==> src/rtl/phy_rx_dqs_aligner.sv <==
//------------------------------------------------------------------------------
// Module  : phy_rx_dqs_aligner
// Brief   : Locks to the DQS toggle pattern at an even slot offset and emits
//           word-aligned DQ beats until postamble, length completion or glitch.
// Revision: 1.0
//------------------------------------------------------------------------------
`default_nettype none

module phy_rx_dqs_aligner #(
    parameter int LANES   = 4,
    parameter int DQ_BITS = 8,
    parameter int LEN_W   = 16
) (
    input  logic                       clk,
    input  logic                       rst,
    input  logic                       i_en,
    input  logic [LEN_W-1:0]           i_len,
    input  logic [LANES-1:0]           i_dqs,
    input  logic [LANES*DQ_BITS-1:0]   i_dq,
    output logic                       o_valid,
    output logic [LANES-1:0]           o_dqs,
    output logic [LANES*DQ_BITS-1:0]   o_dq,
    output logic                       o_locked,
    output logic [$clog2(LANES)-1:0]   o_offset,
    output logic [LEN_W-1:0]           o_beat_cnt,
    output logic                       o_done,
    output logic                       o_err
);

    localparam int DQW   = LANES * DQ_BITS;
    localparam int OFF_W = $clog2(LANES);
    localparam logic [LANES-1:0] TOG = {(LANES/2){2'b01}};

    typedef enum logic [0:0] {
        IDLE   = 1'b0,
        LOCKED = 1'b1
    } state_t;

    state_t              state;
    state_t              state_nxt;

    logic [LANES-1:0]    prev_dqs;
    logic [DQW-1:0]      prev_dq;
    logic [LEN_W-1:0]    len_q;

    logic [2*LANES-1:0]  win_dqs;
    logic [2*DQW-1:0]    win_dq;
    logic [LANES-1:0]    win_locked;

    logic                hit;
    logic [OFF_W-1:0]    hit_off;
    logic [LEN_W-1:0]    cnt_inc;

    logic                valid_nxt;
    logic [DQW-1:0]      dq_nxt;
    logic [OFF_W-1:0]    off_nxt;
    logic [LEN_W-1:0]    cnt_nxt;
    logic [LEN_W-1:0]    len_nxt;
    logic                done_nxt;
    logic                err_nxt;

    assign win_dqs    = {i_dqs, prev_dqs};
    assign win_dq     = {i_dq, prev_dq};
    assign win_locked = win_dqs[o_offset +: LANES];
    assign cnt_inc    = (o_beat_cnt == '1) ? o_beat_cnt : o_beat_cnt + 1'b1;

    // Scan from the top down so the lowest matching offset is the one kept.
    always_comb begin
        hit     = 1'b0;
        hit_off = '0;
        for (int s = LANES - 2; s >= 0; s -= 2) begin
            if (win_dqs[s +: LANES] == TOG) begin
                hit     = 1'b1;
                hit_off = OFF_W'(s);
            end
        end
    end

    always_comb begin
        state_nxt = state;
        valid_nxt = 1'b0;
        dq_nxt    = '0;
        off_nxt   = o_offset;
        cnt_nxt   = o_beat_cnt;
        len_nxt   = len_q;
        done_nxt  = 1'b0;
        err_nxt   = 1'b0;
        case (state)
            IDLE: begin
                if (i_en && hit) begin
                    valid_nxt = 1'b1;
                    dq_nxt    = win_dq[hit_off*DQ_BITS +: DQW];
                    off_nxt   = hit_off;
                    cnt_nxt   = LEN_W'(1);
                    len_nxt   = i_len;
                    // A one-beat transfer is complete with its first beat.
                    if (i_len == LEN_W'(1)) begin
                        done_nxt = 1'b1;
                    end else begin
                        state_nxt = LOCKED;
                    end
                end
            end
            LOCKED: begin
                if (!i_en) begin
                    state_nxt = IDLE;
                end else if (win_locked == '0) begin
                    state_nxt = IDLE;
                    if (len_q == '0 || o_beat_cnt == len_q) begin
                        done_nxt = 1'b1;
                    end else begin
                        err_nxt = 1'b1;
                    end
                end else if (win_locked == TOG) begin
                    valid_nxt = 1'b1;
                    dq_nxt    = win_dq[o_offset*DQ_BITS +: DQW];
                    cnt_nxt   = cnt_inc;
                    if (len_q != '0 && cnt_inc == len_q) begin
                        done_nxt  = 1'b1;
                        state_nxt = IDLE;
                    end
                end else begin
                    err_nxt   = 1'b1;
                    state_nxt = IDLE;
                end
            end
            default: state_nxt = IDLE;
        endcase
    end

    always_ff @(posedge clk) begin
        if (rst) begin
            state <= IDLE;
        end else begin
            state <= state_nxt;
        end
    end

    always_ff @(posedge clk) begin
        if (rst) begin
            prev_dqs   <= '0;
            prev_dq    <= '0;
            len_q      <= '0;
            o_valid    <= 1'b0;
            o_dqs      <= '0;
            o_dq       <= '0;
            o_locked   <= 1'b0;
            o_offset   <= '0;
            o_beat_cnt <= '0;
            o_done     <= 1'b0;
            o_err      <= 1'b0;
        end else begin
            prev_dqs   <= i_dqs;
            prev_dq    <= i_dq;
            len_q      <= len_nxt;
            o_valid    <= valid_nxt;
            o_dqs      <= valid_nxt ? TOG : '0;
            o_dq       <= dq_nxt;
            o_locked   <= (state_nxt == LOCKED);
            o_offset   <= off_nxt;
            o_beat_cnt <= cnt_nxt;
            o_done     <= done_nxt;
            o_err      <= err_nxt;
        end
    end

endmodule

`default_nettype wire

==> config.mk <==
export PLATFORM = sky130hd
export DESIGN_NAME = phy_rx_dqs_aligner
export DESIGN_NICKNAME = d
export VERILOG_FILES = /design/src/rtl/phy_rx_dqs_aligner.sv
export SDC_FILE = /design/constraint.sdc
export NUM_CORES = 1
export LEC_CHECK = 0
export BUFFER_PORTS_ARGS = -buffer_cell sky130_fd_sc_hd__buf_4
export CORE_MARGIN = 8
export CORE_UTILIZATION = 40
export CTS_CLUSTER_DIAMETER = 30
export DETAILED_ROUTE_END_ITERATION = 8
export GPL_ROUTABILITY_DRIVEN = 0
export HOLD_SLACK_MARGIN = 0.12
export PLACE_DENSITY = 0.75
export SLEW_MARGIN = 10
export SYNTH_ARGS = -nofsm -noshare
export SYNTH_HDL_FRONTEND = slang
export SYNTH_SLANG_ARGS = --single-unit
export TNS_END_PERCENT = 20
==> constraint.sdc <==
create_clock -name clk -period 3 [get_ports clk]
set_clock_uncertainty 0.05 [all_clocks]
set_input_delay 0.45 -clock clk [delete_from_list [all_inputs] [get_ports clk]]
set_output_delay 0.45 -clock clk [all_outputs]
set_load 0.01 [all_outputs]
# Yosys cells after proc, flatten, opt, wreduce, memory -nomap -nowiden

Index checks and enable logic that the tools add are counted.

Logic and storage cells: 76
Input port bits: 55
Output and inout bits: 58
Flip-flop bits (word level): 110

Bitwise logic cells: 2
Shift operators: 3
Add/subtract/negate cells: 1
Muxes and demuxes: 39
Reduce and logical (&&, ||, !) cells: 9
Equality and inequality tests: 11

Operators by type and width:

| cell                  | number |
|---|---|
| $mux 32               | 4 |
| $shiftx 64x6->32      | 2 |
| $mux 16               | 5 |
| $pmux 32 s2           | 1 |
| $eq 16x16->1          | 2 |
| $pmux 16 s2           | 1 |
| $mux 1                | 22 |
| $add 16x1->16 const B | 1 |
| $eq 16x1->1 const B   | 1 |
| $eq 16x16->1 const B  | 1 |
| $logic_not 16->1      | 1 |
| $reduce_bool 16->1    | 1 |
| $eq 4x3->1 const B    | 3 |
| $shiftx 8x3->4        | 1 |
| $ne 2x2->1 const B    | 3 |
| $pmux 1 s2            | 3 |
| $logic_not 4->1       | 1 |
| $mux 2                | 2 |
| $reduce_and 4->1      | 1 |
| $mux 3                | 1 |
| $reduce_or 3->1       | 1 |
| $logic_and 1x1->1     | 2 |
| $ne 2x1->1 const B    | 1 |
| $not 1->1             | 2 |
| 2 further kinds       | 2 |

# Logic depth before layout (Yosys ltp)

Gate-level depths: netlist (run 1).

Depth in word-level cells: 9
Mapped depth: 9
Mapped depth without buffers: 8

# Worst setup path before layout (run 1)

OpenSTA, ideal clock, no wires.

Path type: register to register
Start point: register o_beat_cnt[7]
End point: register o_done
Setup time: 96 ps
Stages on the path, launching flop included: 9
Path buffers: 1
Setup slack: 79 ps
Arrival time: 2,775 ps
Data required time: 2,854 ps
Period minus slack after synthesis: 2,921 ps
Path through: dfxtp_1 > buf_4 > nand4_2 > or4_4 > o31a_1 > or4b_4 > a2111oi_2 > a41oi_1 > o41ai_2

Word-level cells in the longest chain between the ends: 9
Elaborated cells between the ends (all ways): 13
Classes of those cells: 1 x add/sub; 3 x eq/ne; 7 x mux; 2 x reduce/logical

RTL lines:

| what                                                 | RTL line | text |
|---|---|---|
| start, declared                                      | 25       | `output logic [LEN_W-1:0] o_beat_cnt,` |
| start signal, assigned                               | 161      | `o_beat_cnt <= cnt_nxt;` |
| $add 16x1->16 / $eq 16x16->1 (equally long branches) | 65       | `assign cnt_inc = (o_beat_cnt == '1) ? o_beat_cnt : o_beat_cnt + 1'b1;` |
| $mux 16                                              | 65       |  |
| $eq 16x16->1                                         | 118      | `if (len_q != '0 && cnt_inc == len_q) begin` |
| $logic_and 1x1->1                                    | 118      |  |
| $mux 1                                               | 118      |  |
| $mux 1                                               | 114      | `end else if (win_locked == TOG) begin` |
| $mux 1 (*)                                           | 107      | `end else if (win_locked == '0) begin` |
| $mux 1 (*)                                           | 105      | `if (!i_en) begin` |
| $pmux 1 s2 (*)                                       | 88       | `case (state)` |
| end signal, assigned                                 | 162      | `o_done <= done_nxt;` |
| end, declared                                        | 26       | `output logic o_done,` |

Mark *: on every way between the ends. The rest lies on a longest branch, timed or not.
A chain may end at the register's enable or synchronous reset.

# Worst setup path in the final report (run 1)

Start point: register o_beat_cnt[1]
End point: register o_done

The elaborated chain is that of the path after synthesis.

==> impl_metrics.json, run 1 <==
{
  "status": "completed",
  "synth_area_leaders": "dfxtp_1 (47%), a22oi_1 (5.7%), nor2b_1 (5.5%)",
  "synth_most_common_cell": "dfxtp_1",
  "syn_area_per_cell_um2": 8.79,
  "max-clock-path-buffers": 2,
  "rows": 38,
  "fin_cells": 767,
  "ys_seq_area_frac": 0.466,
  "grt.overflow.total": 0,
  "crit_family": "simple AND/OR/NAND/NOR gates",
  "criticalPathCategory": "reg -> reg",
  "irDropWorstVdd_mv": 0.286,
  "dieArea_um2": 14900,
  "rsz0062_at_grt": "no",
  "cp_slowest_stage_delay_ns": 0.55,
  "drive_above_1_share": 0.274,
  "crit_path_end_kind": "flip-flop",
  "postCtsHoldBufs": 0,
  "cts_root_buf": "clkbuf_16",
  "postSynthCellCount": 513,
  "ys_async_sr_fraction": 0,
  "cts_max_level": 3,
  "clock_latency_ns": 0.35,
  "ys_ff_latch": 105,
  "grt_max_degree": 81,
  "placeableCoreArea_um2": 10900,
  "arrival_ns": 3.11,
  "grt_pass1_vias": 3999,
  "placed_area_um2": 5540,
  "wire_per_inst_um": 16.4,
  "post_cts_resized": 0,
  "start_util": 0.413,
  "layout_min_cycle_time_ns": 2.91,
  "final_max_slew_viol_count": 0,
  "port_buffers": 109,
  "areaGrowthSynthToFinish_pct": 29.3,
  "hpwl_um": 9350,
  "die_h_um": 122,
  "clkSinkCount": 105,
  "cp-start-kind": "flip-flop",
  "worst_slew_pin_slew_ns": 0.783,
  "synth_warnings": 0,
  "grt_use_total": 0.166,
  "finalCritPeriodShare": 0.968,
  "place_inst": 751,
  "multi_input_area_um2": 2230,
  "vias_per_cell": 5.45,
  "syn_area_um2": 4510,
  "nFillCells": 1017,
  "finalHoldViolCount": 0,
  "firstDrtPassIters": 5,
  "worst-path-buf-inv": 0,
  "cts_setup_buffers": 0,
  "antenna_left": 0,
  "cp.required_ns": 3.21,
  "hold_path_startpoint": "i_dq[26]",
  "antenna_found_initial": 0,
  "maxSlewHeadroom": 0.478,
  "startpoint": "o_beat_cnt[1]",
  "drcViolationCount": 0,
  "final_util": 0.533,
  "num_vias": 4183,
  "fmax_mhz": 344,
  "drt_iter0_drc": 417,
  "crit_fanout": 6,
  "synth_flop_cell": "dfxtp_1",
  "final_area_um2": 5830,
  "yosys.area.top_type": "dfxtp_1",
  "r2r-start": "o_beat_cnt[1]",
  "p_per_area_nw_per_um2": 475,
  "ios": 113,
  "synth-edff-count": 0,
  "cts_buffers": 9,
  "path_cells": "nand2_1 -> or4_4 -> o31a_1 -> or4b_4 -> a2111oi_2 -> a41oi_1 -> o41ai_2",
  "maxCapViolations": 0,
  "seq_area_um2": 2100,
  "synthDistinctLibCells": 62,
  "setup_tns_ns": 0,
  "tritoncts": "done",
  "grt_pass1_wl_um": 20000,
  "fp.dieW_um": 122,
  "synth_top_area_share": 0.466,
  "nets": 678,
  "wl_um": 12600,
  "setup_violations": 0,
  "holdCritPathClass": "in -> reg",
  "path_clk_slew_ns": 0.08,
  "p_leak_nw": 2.34,
  "cp_slowest_cell": "or4_4",
  "num_antenna_cells": 0,
  "synth_top_cells_by_count": "dfxtp_1 (105), nand2_1 (55), nor2_1 (54)"
}
-- worst paths after layout --
path | cells past startpoint | to | slack, ns
setup / recovery | 7 | o_done | 0.09
hold reg to reg | 2 | o_dq[0] | 0.43
hold / removal | 2 | prev_dq[26] | 0.26
setup reg to reg | 7 | o_done | 0.09
-- final cells by class --
cell class	instances	area share
Multi-Input combinational cell	367	0.382
Sequential cell	105	0.361
Timing Repair Buffer	136	0.175
Clock buffer	10	0.0393
Tap cell	140	0.0300
Clock inverter	6	0.0107
Inverter	3	0.00193
-- per-stage QoR --
step	total power, mW	hold WS, ns	setup WS (ns)
finish	2.77	0.260	0.0946
global route	2.87	0.259	0.0119
CTS	2.80	0.247	0.0856
detailed placement	1.65	0.405	0.0888
global placement	1.65	0.400	0.198
floorplan	1.57	0.393	0.0794
-- worst register-to-register path, delay by kind of cell (launching register included) --
| family | cells | cell delay, ns |
|---|---|---|
| AOI/OAI and AO/OA | 4 | 1.14 |
| DFF | 1 | 0.44 |
| and+or+nand+nor | 3 | 1.19 |
-- cells by family after synthesis --
kind of cell,share of synthesized area
xor+xnor,0.0544
simple gates,0.257
fa+ha+maj,0.00277
other cells,0.000831
compound gates,0.156
buf+inv,0.0427
mux,0.0211
flops,0.466
-- routing by layer --
metal	global-route usage	vias to the layer above	wire (um)
met2	0.260	155	5920
met3	0.0296	30	827
li1	-	2017	-
met5	0	-	0
met1	0.215	1981	5470
met4	0.0876	0	378
-- layout by cell type (no fill, tap or decap), types with 3 or more instances in the layout --
cell | Yosys | layout
nor3_1 | 10 | 10
nand3_1 | 13 | 13
nand4_1 | 7 | 7
inv_1 | 3 | 3
xnor2_1 | 13 | 13
mux2i_1 | 5 | 5
mux2_2 | 4 | 4
nor3b_1 | 3 | 3
o21ai_0 | 7 | 7
a21oi_1 | 33 | 33
nand2_1 | 55 | 55
nor4_1 | 14 | 14
nor4b_1 | 3 | 3
a211oi_1 | 3 | 3
nor2b_1 | 40 | 40
conb_1 | 1 | 3
clkbuf_16 | 0 | 9
nand2b_1 | 3 | 3
dfxtp_1 | 105 | 104
a22oi_1 | 34 | 34
nor2_1 | 54 | 54
buf_4 | 8 | 136
xor2_1 | 15 | 15
-- power by group --
| part | leakage [nW] | switching (mW) | total [mW] | internal (mW) |
|---|---|---|---|---|
| sequential | 0.857 | 0.0182 | 1.44 | 1.42 |
| clock | 0.136 | 0.564 | 1.15 | 0.586 |
| combinational | 1.35 | 0.0836 | 0.179 | 0.0950 |
-- flip-flops by register name, indices dropped and copies added (netlist names) --
| signal | count |
|---|---|
| o_done | 1 |
| len_q | 16 |
| o_dqs | 1 |
| o_beat_cnt | 16 |
| prev_dqs | 4 |
| o_locked | 1 |
| o_offset | 1 |
| o_err | 1 |
| o_dq | 32 |
| prev_dq | 32 |
(Power assumes the default switching activity.)
==> inputs of run 2 (changes only) <==
Settings changed: CORE_MARGIN 8 to 2, PLACE_DENSITY 0.75 to 0.73, SETUP_SLACK_MARGIN set to 0.3.
Clock period 3 ns to 2.85 ns, I/O delays scaled along.
==> run 2 against run 1 <==
Compared with the run above: sequential share of layout area up 0.13 points; die area decreased by 19%; combinational power grew 9%; non-clock buffer count decreased by 4; wire length fell by 0.58%; global-route usage grew 4.0 points; register-to-register slack improved by 0.05 ns; via count is 0.45% lower; flip-flop and latch count unchanged; cell area grew 0.71%; worst setup slack improved by 0.048 ns; critical endpoint unchanged; largest cell class unchanged; largest power group unchanged.
==> impl_metrics.json, run 2 (synthesis gave the netlist of run 1 again) <==
{
  "setup_ws_ns": 0.142,
  "switching_share": 0.238,
  "fmax_mhz": 369,
  "crit_path_end_kind": "flip-flop",
  "post-place-ws_ns": 0.0762,
  "final_util": 0.537,
  "port_buffers": 109,
  "path_clk_slew_ns": 0.08,
  "seq_area_um2": 2130,
  "cp.required_ns": 3.05,
  "whs_endpoint": "prev_dq[31]",
  "max-clock-path-buffers": 2,
  "ios": 113,
  "grt_max_degree": 92,
  "maxCapViolations": 0,
  "antenna_found_initial": 0,
  "final_max_slew_viol_count": 0,
  "dieArea_um2": 12100,
  "hpwl_um": 8790,
  "vias_per_cell": 5.46,
  "crit_fanout": 4,
  "p_clk_frac": 0.416,
  "startpoint": "o_beat_cnt[8]",
  "die_h_um": 110,
  "num_antenna_cells": 0,
  "p_comb_frac": 0.066,
  "hold_depth": 2,
  "drcViolationCount": 0,
  "nets": 674,
  "place_inst": 743,
  "hold_path_startpoint": "i_dq[31]",
  "criticalPathCategory": "reg -> reg",
  "nFillCells": 1008,
  "start_util": 0.413,
  "fin_cells": 763,
  "grt_use_total": 0.206,
  "cts_buffers": 9,
  "antenna_left": 0,
  "rsz0062_at_grt": "yes",
  "power.total_mw": 2.93,
  "placeableCoreArea_um2": 10900,
  "grt_pass1_vias": 3839,
  "wire_per_inst_um": 16.4,
  "grt_pass1_wl_um": 19200,
  "holdCritPathClass": "in -> reg",
  "p_leak_nw": 2.34,
  "finalHoldViolCount": 0,
  "multi_input_area_um2": 2270,
  "drive_above_1_share": 0.294,
  "p_per_area_nw_per_um2": 499,
  "cp_slowest_cell": "or4_4",
  "switchingPower_mw": 0.696,
  "layout_min_cycle_time_ns": 2.71,
  "grt.overflow.total": 0,
  "final_area_um2": 5870,
  "areaGrowthSynthToFinish_pct": 30.2,
  "path_cells": "nand4_4 -> or4_4 -> o31a_1 -> or4b_4 -> a2111oi_4 -> a41oi_2 -> o41ai_2",
  "setup_violations": 0,
  "placed_area_um2": 5520,
  "final_cell_mix": "buf_4 (132), dfxtp_1 (94), nand2_1 (54), nor2_1 (54), nor2b_1 (40)",
  "clock_latency_ns": 0.34,
  "sequentialPowerShare": 0.517,
  "setup_tns_ns": 0,
  "cp_slowest_stage_delay_ns": 0.57,
  "postCtsHoldBufs": 0,
  "final_common_cell": "buf_4",
  "fp.dieW_um": 110,
  "irDropWorstVdd_mv": 0.316,
  "num_vias": 4164,
  "cp-start-kind": "flip-flop",
  "firstDrtPassIters": 5,
  "worst_slew_pin_slew_ns": 1.01,
  "maxSlewHeadroom": 0.322,
  "r2r-start": "o_beat_cnt[8]",
  "clkSinkCount": 105,
  "wl_um": 12500,
  "top_regs": "o_dq: 32 flops, prev_dq: 32 flops",
  "tritoncts": "done",
  "r2r-end": "o_done",
  "finalCritPeriodShare": 0.950,
  "rows": 38,
  "drt_iter0_drc": 277,
  "arrival_ns": 2.91,
  "cts_max_level": 3,
  "r2r_cells": 7,
  "whs_ns": 0.240,
  "reg2reg_slack_ns": 0.14,
  "status": "completed",
  "cts_root_buf": "clkbuf_16",
  "p_int_mw": 2.23
}
[run 2: metal layers]
layer / vias to the layer above / track usage / part of all wire
li1: 2002 / - / -
met1: 1965 / 0.273 / 0.43
met2: 171 / 0.323 / 0.48
met3: 26 / 0.0335 / 0.066
met4: 0 / 0.104 / 0.029
met5: - / 0 / 0
[run 2: final cells by class]
class,count,share of cell area
clock buffers,10,0.0407
multi-input cells,367,0.387
well taps,140,0.0298
clock inverters,6,0.0102
inverters,3,0.00192
repair buffers,132,0.169
flip-flops and latches,105,0.362
[run 2: how the worst max path moves through the flow]
| stage | to | slack (ns) | depth (start not counted) |
|---|---|---|---|
| after floorplan | o_done | 0.05 | 8 |
| after global placement | o_done | 0.14 | 7 |
| after detailed placement | o_done | 0.08 | 7 |
| after CTS | o_done | 0.07 | 7 |
| after global routing | o_done | 0.02 | 7 |
| final | o_done | 0.14 | 7 |
[run 2: power by group through the flow]
stage	registers (mW)	logic, mW	clock network [mW]
6_report	1.52	0.195	1.22
4_1_cts	1.52	0.195	1.24
3_3_place_gp	1.55	0.189	0
2_1_floorplan	1.55	0.105	0
5_1_grt	1.52	0.213	1.31
3_5_place_dp	1.55	0.193	0
[run 2: what timing repair did]
item,CTS,global route
resized for setup,3,5
endpoints found under the hold margin,0,0
pin swaps,3,2
buffers inserted,1,3
endpoints found under the setup margin,4,8
[run 2: critical path: cells and delay by family, from the launching register on]
family             cells  cell delay (ns)
and+or+nand+nor        3             1.24
DFF                    1             0.37
AOI/OAI and AO/OA      4             0.96
==> inputs of run 3 (changes only) <==
Settings changed: CORE_MARGIN 2 to unset, CORE_UTILIZATION 40 to 48, PLACE_DENSITY 0.73 to 0.86.
Clock period 2.85 ns to 2.4 ns, I/O delays scaled along.
==> run 3 against run 2 <==
Compared with the run above: the flow now finishes with violations (setup timing); via count grew 7.8%; global-route usage grew 4.2 points; die area shrank 19%; sequential power grew 18%; total power grew 6.9%; flip-flop and latch count is the same; wire length grew 3.4%; count of clock-buffer cells in the layout shrank 1; combinational power grew 24%; register-to-register slack lost 0.56 ns; critical endpoint unchanged.
==> impl_metrics.json, run 3 (synthesis gave the netlist of run 1 again) <==
{
  "setup_violations": 2,
  "grt_max_degree": 65,
  "setup_ws_ns": -0.414,
  "nets": 708,
  "finalHoldViolCount": 0,
  "wl_um": 12900,
  "num_antenna_cells": 0,
  "cp.required_ns": 2.59,
  "violations": "setup timing",
  "hpwl_um": 8730,
  "antenna_found_initial": 0,
  "cts_root_buf": "clkbuf_8",
  "p_leak_nw": 2.57,
  "ios": 113,
  "arrival_ns": 3.01,
  "endpoint": "o_done",
  "port_buffers": 109,
  "maxCapViolations": 0,
  "final_cell_mix": "buf_4 (155), dfxtp_1 (95), nand2_1 (54)",
  "tritoncts": "done",
  "cts_buffers": 9,
  "areaGrowthSynthToFinish_pct": 37.6,
  "clkSinkCount": 105,
  "drive_above_1_share": 0.355,
  "crit_fanout": 7,
  "place_inst": 741,
  "power.total_mw": 3.13,
  "sequentialPowerShare": 0.575,
  "clock_latency_ns": 0.37,
  "vias_per_cell": 5.84,
  "p_int_mw": 2.32,
  "final_util": 0.678,
  "grt_pass1_wl_um": 19300,
  "p_per_area_nw_per_um2": 504,
  "rsz0062_at_grt": "yes",
  "p_clk_frac": 0.348,
  "p_comb_frac": 0.077,
  "num_vias": 4487,
  "drcViolationCount": 0,
  "status": "finished with violations",
  "start_util": 0.493,
  "final_area_um2": 6210,
  "setup_tns_ns": -0.684,
  "criticalPathCategory": "reg -> reg",
  "r2r_cells": 11,
  "rows": 35,
  "grt.overflow.total": 0,
  "reg2reg_slack_ns": -0.41,
  "placed_area_um2": 5730,
  "crit_path_end_kind": "flip-flop",
  "irDropWorstVdd_mv": 0.373,
  "wire_per_inst_um": 16.9,
  "startpoint": "o_beat_cnt[3]",
  "hold_path_startpoint": "i_dq[26]",
  "layout_min_cycle_time_ns": 2.81,
  "die_h_um": 99.0,
  "grt_use_total": 0.248,
  "r2r-start": "o_beat_cnt[3]",
  "path_clk_slew_ns": 0.11,
  "top_regs": "o_dq: 32 flops, prev_dq: 32 flops",
  "fmax_mhz": 355,
  "r2r-end": "o_done",
  "holdCritPathClass": "in -> reg",
  "antenna_left": 0,
  "worst_slew_pin_slew_ns": 0.573,
  "fp.dieW_um": 99.0,
  "whs_ns": 0.135,
  "firstDrtPassIters": 5,
  "dieArea_um2": 9790,
  "switchingPower_mw": 0.810,
  "final_max_slew_viol_count": 0,
  "cp-start-kind": "flip-flop",
  "final_common_cell": "buf_4",
  "max-clock-path-buffers": 2,
  "grt_pass1_vias": 4063,
  "post-place-ws_ns": -0.341,
  "fin_cells": 768,
  "maxSlewHeadroom": 0.613,
  "drt_iter0_drc": 411,
  "switching_share": 0.259,
  "finalCritPeriodShare": 1.17,
  "cts_max_level": 3,
  "placeableCoreArea_um2": 9150
}
## run 3: worst max-delay path, stage by stage, from the launching register on
cell	delay, ns
dfxtp_2	0.38
buf_6	0.13
nand4_1	0.18
buf_4	0.20
or4_4	0.53
buf_4	0.18
and3_1	0.18
o21ai_0	0.24
mux2i_1	0.16
buf_4	0.16
a41oi_2	0.20
o41ai_2	0.09
## run 3: final cells by class
| class | instances | area (um2) |
|---|---|---|
| clock inverter | 7 | 80.1 |
| multi-input combinational | 367 | 2410 |
| clock buffer | 9 | 124 |
| tap | 111 | 139 |
| fill | 688 | 2940 |
| sequential | 105 | 2120 |
| inverter | 3 | 11.3 |
| timing repair buffer | 166 | 1330 |
## run 3: worst min path at each step
stage	endpoint	cells after the start
floorplan	o_dq[0]	2
global placement	o_dq[3]	2
detailed placement	o_dq[9]	2
CTS	prev_dq[18]	2
global route	prev_dq[26]	2
finish	prev_dq[26]	2
## run 3: repair_timing
item / 4_1_cts / 5_1_grt
hold buffers: 0 / 1
setup buffers: 0 / 9
hold endpoints to repair: 0 / 1
resized for setup: 20 / 19
gates cloned: 0 / 1
pin swaps: 4 / 7
endpoints found under the setup margin: 13 / 36
## run 3: power by group through the flow
stage / sequential (mW) / combinational (mW) / clock, mW
2_1_floorplan: 1.84 / 0.125 / 0
3_3_place_gp: 1.84 / 0.224 / 0
4_1_cts: 1.80 / 0.234 / 1.11
3_5_place_dp: 1.84 / 0.232 / 0
5_1_grt: 1.81 / 0.260 / 1.18
6_report: 1.80 / 0.241 / 1.09
## run 3: metal layers
metal  share of wire  vias to the layer above  track usage
met5               0                        -            0
met4           0.041                        0        0.119
met3           0.078                       65       0.0440
met2            0.48                      245        0.398
met1            0.40                     2103        0.324
li1                -                     2074            -
